===== src/rtl/uart_pkg.sv =====
// uart_pkg: shared types and register bit positions for the UART ports.
package uart_pkg;

    typedef enum logic [1:0] {IDLE, START, DATA, STOP} tx_state_t;

    localparam int ST_BUSY     = 31;
    localparam int ST_FULL     = 30;
    localparam int ST_EMPTY    = 29;
    localparam int ST_OVF      = 28;
    localparam int CMD_CLR_OVF = 31;

endpackage


===== src/rtl/sync_fifo.sv =====
// sync_fifo: single-clock FIFO; pushes when full and pops when empty are ignored.
module sync_fifo #(
    parameter int WIDTH = 8,
    parameter int DEPTH = 16
) (
    input  logic                     clk,
    input  logic                     rst,
    input  logic                     push,
    input  logic                     pop,
    input  logic [WIDTH-1:0]         din,
    output logic [WIDTH-1:0]         dout,
    output logic                     full,
    output logic                     empty,
    output logic [$clog2(DEPTH):0]   count
);
    localparam int AW    = $clog2(DEPTH);
    localparam int CNT_W = AW + 1;

    logic [WIDTH-1:0] mem [DEPTH];
    logic [AW-1:0]    wr_ptr, rd_ptr;
    logic             do_push, do_pop;

    // Full is judged on the pre-edge count, so a push while full is dropped even with a pop
    assign do_push = push && !full;
    assign do_pop  = pop && !empty;
    assign full    = count == CNT_W'(DEPTH);
    assign empty   = count == '0;
    assign dout    = mem[rd_ptr];

    always_ff @(posedge clk) begin
        if (rst) begin
            wr_ptr <= '0;
            rd_ptr <= '0;
            count  <= '0;
        end else begin
            if (do_push) wr_ptr <= wr_ptr + 1'b1;
            if (do_pop) rd_ptr <= rd_ptr + 1'b1;
            count <= count + CNT_W'(do_push) - CNT_W'(do_pop);
        end
    end

    always_ff @(posedge clk) begin
        if (do_push) mem[wr_ptr] <= din;
    end

endmodule


===== src/rtl/uart_tx_port.sv =====
// uart_tx_port: bus-slot UART transmitter; CPU bytes queue in a FIFO and leave as 8N1 frames.
module uart_tx_port
    import uart_pkg::*;
#(
    parameter int CLK_DIV    = 434,
    parameter int FIFO_DEPTH = 16
) (
    input  logic        CLK,
    input  logic        RESET,
    input  logic        WE,
    input  logic [31:0] WD,
    output logic [31:0] RD,
    output logic        TX
);
    localparam int CNT_W = $clog2(FIFO_DEPTH) + 1;

    tx_state_t        state, state_nxt;
    logic [15:0]      baud_cnt;
    logic [2:0]       bit_idx;
    logic [7:0]       shift, head;
    logic             ovf, tx_d, busy, pop, tick, wr_byte, full, empty;
    logic [CNT_W-1:0] count;
    logic             unused_wd;

    assign unused_wd = ^WD[30:8];
    assign wr_byte   = WE && !WD[CMD_CLR_OVF];
    assign tick      = baud_cnt == 16'(CLK_DIV - 1);

    sync_fifo #(.WIDTH(8), .DEPTH(FIFO_DEPTH)) u_fifo (
        .clk   (CLK),
        .rst   (RESET),
        .push  (wr_byte),
        .pop   (pop),
        .din   (WD[7:0]),
        .dout  (head),
        .full  (full),
        .empty (empty),
        .count (count)
    );

    always_ff @(posedge CLK) begin
        if (RESET) state <= IDLE;
        else state <= state_nxt;
    end

    always_comb begin
        state_nxt = state;
        case (state)
            IDLE:    state_nxt = empty ? IDLE : START;
            START:   state_nxt = tick ? DATA : START;
            DATA:    state_nxt = (tick && bit_idx == 3'd7) ? STOP : DATA;
            STOP:    state_nxt = tick ? IDLE : STOP;
            default: state_nxt = IDLE;
        endcase
    end

    always_comb begin
        busy = state != IDLE;
        pop  = state == IDLE && !empty;
        tx_d = state == START ? 1'b0 : state == DATA ? shift[0] : 1'b1;
    end

    // TX is registered, so the line follows the state by one cycle
    always_ff @(posedge CLK) begin
        if (RESET) begin
            TX       <= 1'b1;
            baud_cnt <= '0;
            bit_idx  <= '0;
            shift    <= '0;
            ovf      <= 1'b0;
        end else begin
            TX       <= tx_d;
            baud_cnt <= (state == IDLE || tick) ? '0 : baud_cnt + 16'd1;
            bit_idx  <= state == START ? 3'd0 : (state == DATA && tick) ? bit_idx + 3'd1 : bit_idx;
            shift    <= pop ? head : (state == DATA && tick) ? {1'b0, shift[7:1]} : shift;
            ovf      <= (WE && WD[CMD_CLR_OVF]) ? 1'b0 : (wr_byte && full) ? 1'b1 : ovf;
        end
    end

    always_comb begin
        RD              = '0;
        RD[ST_BUSY]     = busy;
        RD[ST_FULL]     = full;
        RD[ST_EMPTY]    = empty;
        RD[ST_OVF]      = ovf;
        RD[CNT_W-1:0]   = count;
    end

endmodule

===== config.mk =====
export PLATFORM = sky130hd
export DESIGN_NAME = uart_tx_port
export DESIGN_NICKNAME = d
export VERILOG_FILES = /design/src/rtl/uart_pkg.sv /design/src/rtl/sync_fifo.sv /design/src/rtl/uart_tx_port.sv
export SDC_FILE = /design/constraint.sdc
export NUM_CORES = 1
export LEC_CHECK = 0
export ABC_AREA = 1
export CAP_MARGIN = 20
export CORE_ASPECT_RATIO = 0.75
export CORE_UTILIZATION = 51
export CTS_CLUSTER_DIAMETER = 60
export DETAILED_ROUTE_END_ITERATION = 16
export PLACE_DENSITY = 0.71
export SYNTH_ARGS = -nofsm -noshare
export SYNTH_HDL_FRONTEND = slang
export SYNTH_SLANG_ARGS = --single-unit
export TNS_END_PERCENT = 50

===== constraint.sdc =====
create_clock -name CLK -period 2.7 [get_ports CLK]
set_input_delay 0.54 -clock CLK [delete_from_list [all_inputs] [get_ports CLK]]
set_output_delay 0.54 -clock CLK [all_outputs]
set_load 0.01 [all_outputs]

==> results of run 1 <==
[cells by family (layout without fill, tap and decap cells)]
family | count (synthesis) | count (layout) | share of synthesized area (%)
xor+xnor | 5 | 5 | 0.5325
flops | 176 | 176 | 58.43
compound gates | 57 | 57 | 3.971
buf+inv | 194 | 216 | 10.92
simple gates | 431 | 431 | 23.57
other cells | 1 | 23 | 0.04560
fa+ha+maj | 16 | 16 | 2.526
[cell usage after synthesis]
master      n  area, µm²
nor3_4      1      16.27
nand2_4     2      22.52
nand4_1     7      43.79
clkinv_2    1      5.000
clkinv_1    1      3.750
nand3_2     1      10.01
a21boi_0    3      22.52
a21oi_1    26      130.1
nor2_2      4      25.02
nor2_8      1      20.02
o21bai_1    3      22.52
nor2_1     75      281.5
nand3_4     3      52.55
a21oi_2     3      26.28
dfxtp_1    48      960.9
nand2_1   226      848.3
xnor2_1     1      8.760
inv_2       6      22.52
o21ai_0    14      70.07
inv_1     131      491.7
o21a_1      2      15.01
edfxtp_1  128       3844
ha_1       15      187.7
clkinv_4    1      8.760
o211ai_1    1      7.510
nand4_2     2      25.02
nand2_2     5      31.28
fa_1        1      20.02
buf_4      33      247.7
nand3_1    96      480.5
buf_2      14      70.07
clkbuf_1    3      11.26
nor4_1      1      6.260
buf_1       1      3.750
nor2_4      4      45.04
nor3_2      3      30.03
buf_6       3      33.78
xor2_1      4      35.03
a211oi_1    3      22.52
o21ai_1     2      10.01
conb_1      1      3.750
[how the worst max path moves through the flow]
| stage | from | end |
|---|---|---|
| after floorplan | u_fifo.count[3] | u_fifo.count[4] |
| after global placement | WD[31] | u_fifo.count[4] |
| after detailed placement | WD[31] | u_fifo.count[4] |
| after CTS | u_fifo.count[2] | RD[29] |
| after global routing | u_fifo.count[2] | RD[29] |
| final | u_fifo.count[2] | RD[29] |
[worst max-delay path: cells and delay by family, from the launching register on]
kind | cells | cell delay (ns)
fa+ha+maj | 1 | 0.19
buf+inv | 4 | 0.85
flops | 1 | 0.33
simple gates | 1 | 0.15
[through the flow]
stage          utilization (%)  instance area, µm²  std cells  setup WS [ns]
5_1_grt                  58.96                9120       1129         0.1286
3_5_place_dp             55.69                8615       1100         0.2493
2_1_floorplan                -                8305        902         0.2647
3_3_place_gp             55.69                8615       1100         0.2613
4_1_cts                  58.96                9120       1129         0.1804
6_report                 58.96                9120       1129         0.2186
[per-layer routing]
layer / global-route usage, % / vias to the layer above
li1: - / 2838
met3: 5.369 / 25
met5: 0 / -
met4: 8.660 / 0
met2: 29.19 / 181
met1: 31.47 / 2522
[state kept, by name (all words and copies together), names as in the netlist, named ones only]
| signal | count |
|---|---|
| u_fifo.mem | 128 |
| baud_cnt | 16 |
| shift | 8 |
| u_fifo.count | 5 |
| u_fifo.rd_ptr | 4 |
| u_fifo.wr_ptr | 4 |
| bit_idx | 3 |
| state | 2 |
| TX | 1 |
| ovf | 1 |
[layout make-up]
type | count | area (µm²) | share of cell area, %
inverters | 140 | 531.8 | 5.831
repair buffers | 47 | 417.9 | 4.582
multi-input cells | 532 | 2603 | 28.54
well taps | 205 | 256.5 | 2.812
flip-flops and latches | 176 | 4806 | 52.70
clock buffers | 18 | 429.2 | 4.706
clock inverters | 11 | 76.32 | 0.8369
[power by group through the flow]
stage | clock network (mW) | logic, mW | registers (mW)
after floorplan | 0 | 1.57 | 3.21
after global placement | 0 | 2.10 | 3.21
after detailed placement | 0 | 2.12 | 3.21
after CTS | 2.19 | 2.15 | 3.16
after global routing | 2.29 | 2.41 | 3.17
final | 2.14 | 2.15 | 3.16
==> results by group, run 1 <==
Placement
  – RePlAce Congestion: 0.8594
  – DP HPWL: 10460 µm
  – PortBufs: 21

Detailed routing
  – Met2 Routed Length: 6795 µm
  – Met1 Wirelength: 8006 µm
  – ANT nets after route: 0
  – Via-to-Cell Ratio: 4.930
  – DRC: 0
  – Metal3 WL: 1124 µm
  – DR WL/cell: 14.40 µm
  – Final WL: 16260 µm
  – 1st-pass router iterations: 5
  – Top sig layer: met4
  – Via Count: 5566
  – DRT iter0 DRCs: 504

Finish
  – Most frequent cells in the layout: nand2_1, inv_1, edfxtp_1
  – Final nets: 965
  – Ant diodes: 0
  – Fill cell count: 1290
  – Layout cell share with drive strength beyond 1: 9.416%
  – Most common cell after layout, fill and taps aside: nand2_1
  – P&R area growth vs syn: 10.91%

Timing
  – Final clock skew: 0.007689 ns
  – Final hold violations: 0
  – Fin crit period: 2.481 ns
  – Worst-margin pin slew: 0.7771 ns
  – Post-Route Setup TNS: 0 ns
  – Fin. max-slew vios: 0
  – RSZ-0062 raised after global routing: false
  – WHS: 0.4599 ns
  – Fmax: 403.0 MHz
  – Final setup viols: 0
  – Relative slew slack: 48.03%
  – Period utilization: 91.90%

Logic synthesis
  – Netlist cell types: 41
  – Synth Area per Inst: 9.344 µm²
  – Ys Warns: 0
  – Mapped Area: 0.008223 mm²
  – Synth Instances: 880
  – Seq cells post-synth: 176
  – Sequential share of the synthesized area: 58.43%

Setup path
  – R2r startpoint: u_fifo.count[2]
  – Critical-path top delay cell: clkdlybuf4s50_1
  – Crit-path max cell delay: 0.52 ns
  – Worst EP arrival: 1.94 ns
  – CP required: 2.16 ns
  – R2r endpoint: u_fifo.count[4]
  – Reg2Reg Depth: 13
  – Worst reg2reg setup slack: 0.32 ns
  – Cell breakdown of the critical path: inv_1 -> ha_1 -> nand4_2 -> buf_4 -> inv_1 -> clkdlybuf4s50_1
  – Crit. End Element: output pin
  – Most used cell, CP: inv_1
  – Worst Path Max Fanout: 4
  – Startpoint Class: flip-flop
  – Crit Path Class: reg2out

Status
  – Status: finished, final reports clean

GRT
  – Total grt overflow: 0
  – Largest net degree at the start of global routing: 66
  – Initial antenna violation count: 0
  – Vias in the first global route: 5049
  – GR Util All Layers: 21.16%
  – First-pass GRT wire length: 26030 µm

Run
  – Max Cap Viol: 0

Clock network
  – CTS Buf Count: 17
  – CTS Hold Bufs: 0
  – CTS root buffer: clkbuf_16
  – Clk buf depth: 2
  – Clk pin slew, worst setup/hold paths: 0.06 ns
  – H-Tree Depth: 4
  – Clock Latency Late Sink: 0.43 ns
  – Setup repair bufs after CTS: 0
  – CTS tree: yes
  – Clock sink total: 176
  – Number of gates resized after cts: 0

Power
  – Maximum VDD drop: 0.7205 mV
  – Lkg Pwr: 3.907 nW
  – Switching fraction of total power: 32.46%
  – Power Internal: 5.027 mW
  – Total power: 7.443 mW
  – Gate power share: 28.8%
  – Reg power frac: 42.4%
  – Switching power: 2.416 mW
  – Pwr Density: 816.2 mW/mm²
  – Clock power frac: 28.8%

Min path
  – Worst hold path class: reg2reg
  – Worst Hold End: baud_cnt[0]
  – Hold_sp: baud_cnt[0]
  – Worst hold path depth: 1

Floorplanning
  – Die ar.: 0.01664 mm²
  – Core Area: 0.01547 mm²
  – Die width: 148.6 µm
  – Std cell rows: 39
  – DIE HEIGHT: 112.0 µm
  – Ports: 68
  – Starting density of the core: 53.16%
Note: power is estimated with default switching activity, not from simulation.
==> inputs of run 2 (changes only) <==
--- a/config.mk
+++ b/config.mk
@@ -7,11 +7,13 @@
 export LEC_CHECK = 0
 export ABC_AREA = 1
 export CAP_MARGIN = 20
+export CELL_PAD_IN_SITES_DETAIL_PLACEMENT = 0
+export CELL_PAD_IN_SITES_GLOBAL_PLACEMENT = 2
 export CORE_ASPECT_RATIO = 0.75
-export CORE_UTILIZATION = 51
+export CORE_UTILIZATION = 37
 export CTS_CLUSTER_DIAMETER = 60
 export DETAILED_ROUTE_END_ITERATION = 16
-export PLACE_DENSITY = 0.71
+export PLACE_DENSITY_LB_ADDON = 0.1
 export SYNTH_ARGS = -nofsm -noshare
 export SYNTH_HDL_FRONTEND = slang
 export SYNTH_SLANG_ARGS = --single-unit
==> run 2 against run 1 <==
Combinational power barely moved; first-iteration DRC count down 29%; count of clock-buffer cells in the layout down 1; clock power rose by 14%; total power is 4.2% higher; via count about the same; critical endpoint is now u_fifo.count[4]; highest routed layer unchanged.
==> results by group, run 2 (synthesized netlist as in run 1, its figures left out) <==
Detailed routing
  – Via-to-Cell Ratio: 4.575 (was 4.930)
  – DRT iter0 DRCs: 357 (was 504)
  – 1st-pass router iterations: 4 (was 5)
  – DR WL/cell: 15.54 µm (was 14.40 µm)
  – Via Count: 5563 (was 5566)
  – ANT nets after route: 0 (unchanged)
  – DRC: 0 (unchanged)
  – Final WL: 18900 µm (was 16260 µm)

Floorplanning
  – Core Area: 0.02147 mm² (was 0.01547 mm²)
  – Die ar.: 0.02283 mm² (was 0.01664 mm²)
  – Ports: 68 (unchanged)
  – Die width: 174.1 µm (was 148.6 µm)
  – DIE HEIGHT: 131.1 µm (was 112.0 µm)
  – Starting density of the core: 38.30% (was 53.16%)
  – Std cell rows: 46 (was 39)

Setup path
  – Reg2Reg Depth: 13 (unchanged)
  – Crit Path Class: reg2reg (was reg2out)
  – CP required: 3.03 ns (was 2.16 ns)
  – Worst EP arrival: 2.82 ns (was 1.94 ns)
  – Worst Path Max Fanout: 10 (was 4)
  – Crit. End Element: flip-flop (was output pin)
  – Startpoint Class: flip-flop (unchanged)

Finish
  – Most frequent cells in the layout: nand2_1, inv_1, edfxtp_1 (unchanged)
  – Most common cell after layout, fill and taps aside: nand2_1 (unchanged)
  – Top reg by flops: u_fifo.mem (unchanged)
  – Max reg flops: 128 (unchanged)
  – Cell Count, Final, Fillers Out: 1216 (was 1129)
  – Largest regs: u_fifo.mem x128, baud_cnt x16, shift x8 (unchanged)
  – Ant diodes: 0 (unchanged)
  – Finished Cell Area: 0.009315 mm² (was 0.009120 mm²)
  – Layout cell share with drive strength beyond 1: 10.45% (was 9.416%)
  – P&R area growth vs syn: 13.28% (was 10.91%)
  – Final nets: 966 (was 965)
  – Fill cell count: 2097 (was 1290)

Placement
  – Area after DPL: 0.008726 mm² (was 0.008615 mm²)
  – RePlAce Congestion: 0.7503 (was 0.8594)
  – Placed Cells: 1184 (was 1100)
  – PortBufs: 21 (unchanged)
  – DP HPWL: 12310 µm (was 10460 µm)

Power
  – Switching power: 2.730 mW (was 2.416 mW)
  – Pwr Density: 832.3 mW/mm² (was 816.2 mW/mm²)
  – Switching fraction of total power: 35.22% (was 32.46%)
  – Lkg Pwr: 3.961 nW (was 3.907 nW)
  – Maximum VDD drop: 0.4284 mV (was 0.7205 mV)
  – Clock power frac: 31.4% (was 28.8%)
  – Reg power frac: 40.7% (was 42.4%)
  – Power Internal: 5.023 mW (was 5.027 mW)
  – Gate power share: 27.9% (was 28.8%)

GRT
  – GR Util All Layers: 17.81% (was 21.16%)
  – Largest net degree at the start of global routing: 66 (unchanged)
  – First-pass GRT wire length: 30370 µm (was 26030 µm)
  – Initial antenna violation count: 0 (unchanged)
  – Vias in the first global route: 5437 (was 5049)
  – Total grt overflow: 0 (unchanged)

Clock network
  – CTS Buf Count: 17 (unchanged)
  – Setup repair bufs after CTS: 0 (unchanged)
  – Number of gates resized after cts: 0 (unchanged)
  – CTS root buffer: clkbuf_16 (unchanged)
  – H-Tree Depth: 4 (unchanged)
  – CTS tree: yes (unchanged)
  – Clk buf depth: 2 (unchanged)
  – Clk pin slew, worst setup/hold paths: 0.07 ns (was 0.06 ns)
  – CTS Hold Bufs: 0 (unchanged)
  – Clock Latency Late Sink: 0.43 ns (about the same)
  – Clock sink total: 176 (unchanged)

Timing
  – Final clock skew: 0.009576 ns (was 0.007689 ns)
  – Period utilization: 92.36% (was 91.90%)
  – Final hold violations: 0 (unchanged)
  – Post-Route Setup TNS: 0 ns (unchanged)
  – Fin crit period: 2.494 ns (was 2.481 ns)
  – Worst-margin pin slew: 0.7570 ns (was 0.7771 ns)
  – Fmax: 401.0 MHz (was 403.0 MHz)
  – Fin. max-slew vios: 0 (unchanged)
  – RSZ-0062 raised after global routing: false (unchanged)
  – Relative slew slack: 49.38% (was 48.03%)
  – Final setup viols: 0 (unchanged)

Min path
  – Worst hold path class: reg2reg (unchanged)
  – Worst hold path depth: 2 (was 1)

Run
  – Max Cap Viol: 0 (unchanged)

Status
  – Status: finished, final reports clean (unchanged)
-- run 2: cell types whose count changed in the layout (fill, tap and decap cells not counted), sizes merged --
cell,previous run,this run
inv,137,147
buf,26,27
clkinvlp,3,0
clkbuf,18,17
clkinv,10,8
bufinv,1,0
-- run 2: per-layer routing --
layer	vias up	routed length (µm)	global-route usage (%)
li1	2854	-	-
met1	2612	9635	25.81
met2	81	8521	27.09
met3	16	499	3.154
met4	0	238	5.361
met5	-	0	0
-- run 2: power by group through the flow --
stage          Clock, mW  Combinational (mW)  Sequential [mW]
6_report            2.44                2.16             3.15
3_3_place_gp           0                2.16             3.21
2_1_floorplan          0                1.57             3.21
4_1_cts             2.51                2.20             3.16
5_1_grt             2.59                2.48             3.17
3_5_place_dp           0                2.19             3.22
-- run 2: final timing paths --
path	start	to	slack, ns
setup reg to reg	u_fifo.count[3]	u_fifo.count[4]	0.21
hold reg to reg	u_fifo.rd_ptr[3]	u_fifo.rd_ptr[3]	0.48
hold / removal	u_fifo.rd_ptr[3]	u_fifo.rd_ptr[3]	0.48
setup / recovery	u_fifo.count[3]	u_fifo.count[4]	0.21
-- run 2: area by class of cell --
type | count | area [µm²] | area share, %
Tap cell | 288 | 360.3 | 3.868
Clock inverter | 15 | 163.9 | 1.760
Clock buffer | 17 | 425.4 | 4.567
Timing Repair Buffer | 48 | 425.4 | 4.567
Multi-Input combinational cell | 532 | 2603 | 27.94
Sequential cell | 176 | 4806 | 51.59
Inverter | 140 | 531.8 | 5.709
-- run 2: worst max-delay path, stage by stage, from the launching register on --
cell and delay [ns]:
dfxtp_1 0.34, inv_1 0.08, ha_1 0.18, nand4_2 0.22
nand2_4 0.20, inv_2 0.05, ha_1 0.26, inv_1 0.04
ha_1 0.21, fa_1 0.41, nand3_1 0.10, nand2_1 0.08
o21ai_0 0.14, a21oi_1 0.06
-- run 2: metrics by stage --
stage | setup WS [ns] | hold WS [ns] | power, mW | utilization (%)
global placement | 0.2181 | 0.4501 | 5.372 | 40.65
finish | 0.2063 | 0.4752 | 7.753 | 43.39
global route | 0.03074 | 0.5023 | 8.243 | 43.39
CTS | 0.1857 | 0.4765 | 7.863 | 43.39
floorplan | 0.2647 | 0.4302 | 4.773 | -
detailed placement | 0.1909 | 0.4658 | 5.405 | 40.65
==> inputs of run 3 (changes only) <==
--- a/config.mk
+++ b/config.mk
@@ -13,6 +13,7 @@
 export CORE_UTILIZATION = 37
 export CTS_CLUSTER_DIAMETER = 60
 export DETAILED_ROUTE_END_ITERATION = 16
+export GPL_TIMING_DRIVEN = 0
 export PLACE_DENSITY_LB_ADDON = 0.1
 export SYNTH_ARGS = -nofsm -noshare
 export SYNTH_HDL_FRONTEND = slang
==> constraint.sdc (replaced) <==
create_clock -name CLK -period 2.7 [get_ports CLK]
set_input_delay 0.675 -clock CLK [delete_from_list [all_inputs] [get_ports CLK]]
set_output_delay 0.675 -clock CLK [all_outputs]
set_load 0.01 [all_outputs]
==> run 3 against run 2 <==
Count of clock-buffer cells in the layout is the same; clock skew up 0.0039 ns; die area unchanged; critical path depth decreased by 7; flip-flop and latch count unchanged; sequential share of layout area fell by 1.1 points; first-iteration DRC count grew 7.8%; clock power up 5%; register-to-register slack better by 0.02 ns; via count increased by 3.9%; largest power group unchanged.
==> results by group, run 3 (synthesized netlist as in run 1, its figures left out) <==
Status
  – Status: finished, final reports clean (unchanged)

Setup path
  – Crit Path Class: reg2out (was reg2reg)
  – Most used cell, CP: inv_1 (was ha_1)
  – Crit-path max cell delay: 0.52 ns (was 0.41 ns)
  – Crit. End Element: output pin (was flip-flop)
  – Worst Path Max Fanout: 5 (was 10)
  – Worst EP arrival: 1.91 ns (was 2.82 ns)
  – CP required: 2.03 ns (was 3.03 ns)
  – Critical-path top delay cell: clkdlybuf4s50_1 (was fa_1)
  – Cell breakdown of the critical path: inv_1 -> ha_4 -> nand4_4 -> inv_1 -> buf_4 -> clkdlybuf4s50_1 (was inv_1 -> ha_1 -> nand4_2 -> nand2_4 -> inv_2 -> ha_1 -> inv_1 -> ha_1 -> fa_1 -> nand3_1 -> nand2_1 -> o21ai_0 -> a21oi_1)
  – Startpoint Class: flip-flop (unchanged)

Power
  – Gate power share: 30.1% (was 27.9%)
  – Clock power frac: 31.2% (was 31.4%)
  – Reg power frac: 38.6% (was 40.7%)
  – Switching fraction of total power: 35.74% (was 35.22%)
  – Lkg Pwr: 4.075 nW (was 3.961 nW)
  – Power Internal: 5.252 mW (was 5.023 mW)
  – Pwr Density: 858.5 mW/mm² (was 832.3 mW/mm²)
  – Switching power: 2.920 mW (was 2.730 mW)
  – Maximum VDD drop: 0.4650 mV (was 0.4284 mV)

Finish
  – Ant diodes: 0 (unchanged)
  – Most frequent cells in the layout: nand2_1, inv_1, edfxtp_1 (unchanged)
  – P&R area growth vs syn: 15.76% (was 13.28%)
  – Final nets: 994 (was 966)
  – Layout cell share with drive strength beyond 1: 12.87% (was 10.45%)
  – Max reg flops: 128 (unchanged)
  – Top reg by flops: u_fifo.mem (unchanged)
  – Fill cell count: 2039 (was 2097)
  – Largest regs: u_fifo.mem x128, baud_cnt x16, shift x8 (unchanged)
  – Most common cell after layout, fill and taps aside: nand2_1 (unchanged)

Floorplanning
  – DIE HEIGHT: 131.1 µm (unchanged)
  – Ports: 68 (unchanged)
  – Starting density of the core: 38.30% (unchanged)
  – Die ar.: 0.02283 mm² (unchanged)
  – Die width: 174.1 µm (unchanged)
  – Core Area: 0.02147 mm² (unchanged)
  – Std cell rows: 46 (unchanged)

Clock network
  – Clk buf depth: 2 (unchanged)
  – Clock Latency Late Sink: 0.44 ns (was 0.43 ns)
  – H-Tree Depth: 4 (unchanged)
  – Clock sink total: 176 (unchanged)
  – CTS Hold Bufs: 0 (unchanged)
  – CTS tree: yes (unchanged)
  – Clk pin slew, worst setup/hold paths: 0.08 ns (was 0.07 ns)
  – CTS Buf Count: 17 (unchanged)
  – CTS root buffer: clkbuf_16 (unchanged)

GRT
  – Total grt overflow: 0 (unchanged)
  – Initial antenna violation count: 1 (was 0)
  – Vias in the first global route: 5577 (was 5437)
  – Largest net degree at the start of global routing: 20 (was 66)
  – First-pass GRT wire length: 32240 µm (was 30370 µm)
  – GR Util All Layers: 19.19% (was 17.81%)

Timing
  – Final clock skew: 0.01349 ns (was 0.009576 ns)
  – Post-Route Setup TNS: 0 ns (unchanged)
  – Relative slew slack: 38.86% (was 49.38%)
  – Period utilization: 95.64% (was 92.36%)
  – RSZ-0062 raised after global routing: false (unchanged)
  – Worst-margin pin slew: 0.9138 ns (was 0.7570 ns)
  – Fin. max-slew vios: 0 (unchanged)
  – WHS: 0.4755 ns (was 0.4752 ns)
  – Fin crit period: 2.582 ns (was 2.494 ns)
  – Final setup viols: 0 (unchanged)
  – Fmax: 387.2 MHz (was 401.0 MHz)
  – Final hold violations: 0 (unchanged)

Run
  – Max Cap Viol: 0 (unchanged)

Detailed routing
  – Via Count: 5782 (was 5563)
  – DRC: 0 (unchanged)
  – ANT nets after route: 0 (unchanged)
  – Final WL: 20880 µm (was 18900 µm)
  – Via-to-Cell Ratio: 4.648 (was 4.575)
  – 1st-pass router iterations: 5 (was 4)
  – DRT iter0 DRCs: 385 (was 357)
  – DR WL/cell: 16.79 µm (was 15.54 µm)

Placement
  – PortBufs: 21 (unchanged)
  – DP HPWL: 14740 µm (was 12310 µm)
  – RePlAce Congestion: 0.7983 (was 0.7503)

Min path
  – Worst hold path class: reg2reg (unchanged)
==> run 3: cell count changes in the layout (fill, tap and decap cells not counted), sizes merged <==
cell	change
clkbuf	+3
bufinv	+1
clkinv	-2
clkinvlp	+1
buf	+25
==> run 3: critical path, delay by kind of cell (launching register included) <==
kind                     cells  cell delay, ns
buffers and inverters        4            0.81
adder cells (fa/ha/maj)      1            0.16
flip-flops                   1            0.34
AND/OR/NAND/NOR              1            0.15
==> run 3: power groups by stage <==
stage / Clock [mW] / Combinational [mW] / Sequential [mW]
after floorplan: 0 / 1.57 / 3.21
after global placement: 0 / 2.40 / 3.22
after detailed placement: 0 / 2.41 / 3.22
after CTS: 2.59 / 2.45 / 3.16
after global routing: 2.68 / 2.77 / 3.18
final: 2.55 / 2.46 / 3.16
==> run 3: layout make-up <==
cell class | count | area, µm² | area share [%]
multi-input combinational | 532 | 2629 | 27.62
inverter | 140 | 531.8 | 5.586
tap | 288 | 360.3 | 3.785
timing repair buffer | 22 | 217.7 | 2.287
sequential | 176 | 4805 | 50.47
clock inverter | 15 | 183.9 | 1.932
clock buffer | 17 | 425.4 | 4.469
buffer | 54 | 366.6 | 3.851
==> run 3: repair_timing <==
action	in CTS	in global routing
pin swaps	1	1
buffers inserted	1	0
setup endpoints to repair	2	5
gates resized for setup	1	5
==> run 3: path summary, 6_finish.rpt <==
path / start / to / slack, ns / depth (start not counted)
hold reg to reg: baud_cnt[0] / baud_cnt[0] / 0.48 / 1
hold / removal: baud_cnt[0] / baud_cnt[0] / 0.48 / 1
setup / recovery: u_fifo.count[3] / RD[29] / 0.12 / 6
setup reg to reg: u_fifo.count[3] / u_fifo.count[4] / 0.23 / 14
==> run 3: routing by layer <==
layer,track usage (%),vias up,wire length [µm]
met4,4.971,0,240
met1,28.42,2688,10260
met5,0,-,0
met3,3.993,17,1410
li1,-,2907,-
met2,28.38,170,8971
==> run 3: through the flow <==
stage,std cells,power [mW],setup WS (ns),utilization (%),cell area [µm²]
finish,1244,8.172,0.1176,44.34,9519
global route,1244,8.633,0.006048,44.34,9519
CTS,1244,8.199,0.01832,44.26,9502
detailed placement,1211,5.631,-0.3064,41.35,8876
global placement,1211,5.611,-0.2544,41.35,8876
floorplan,902,4.773,0.2647,-,8305
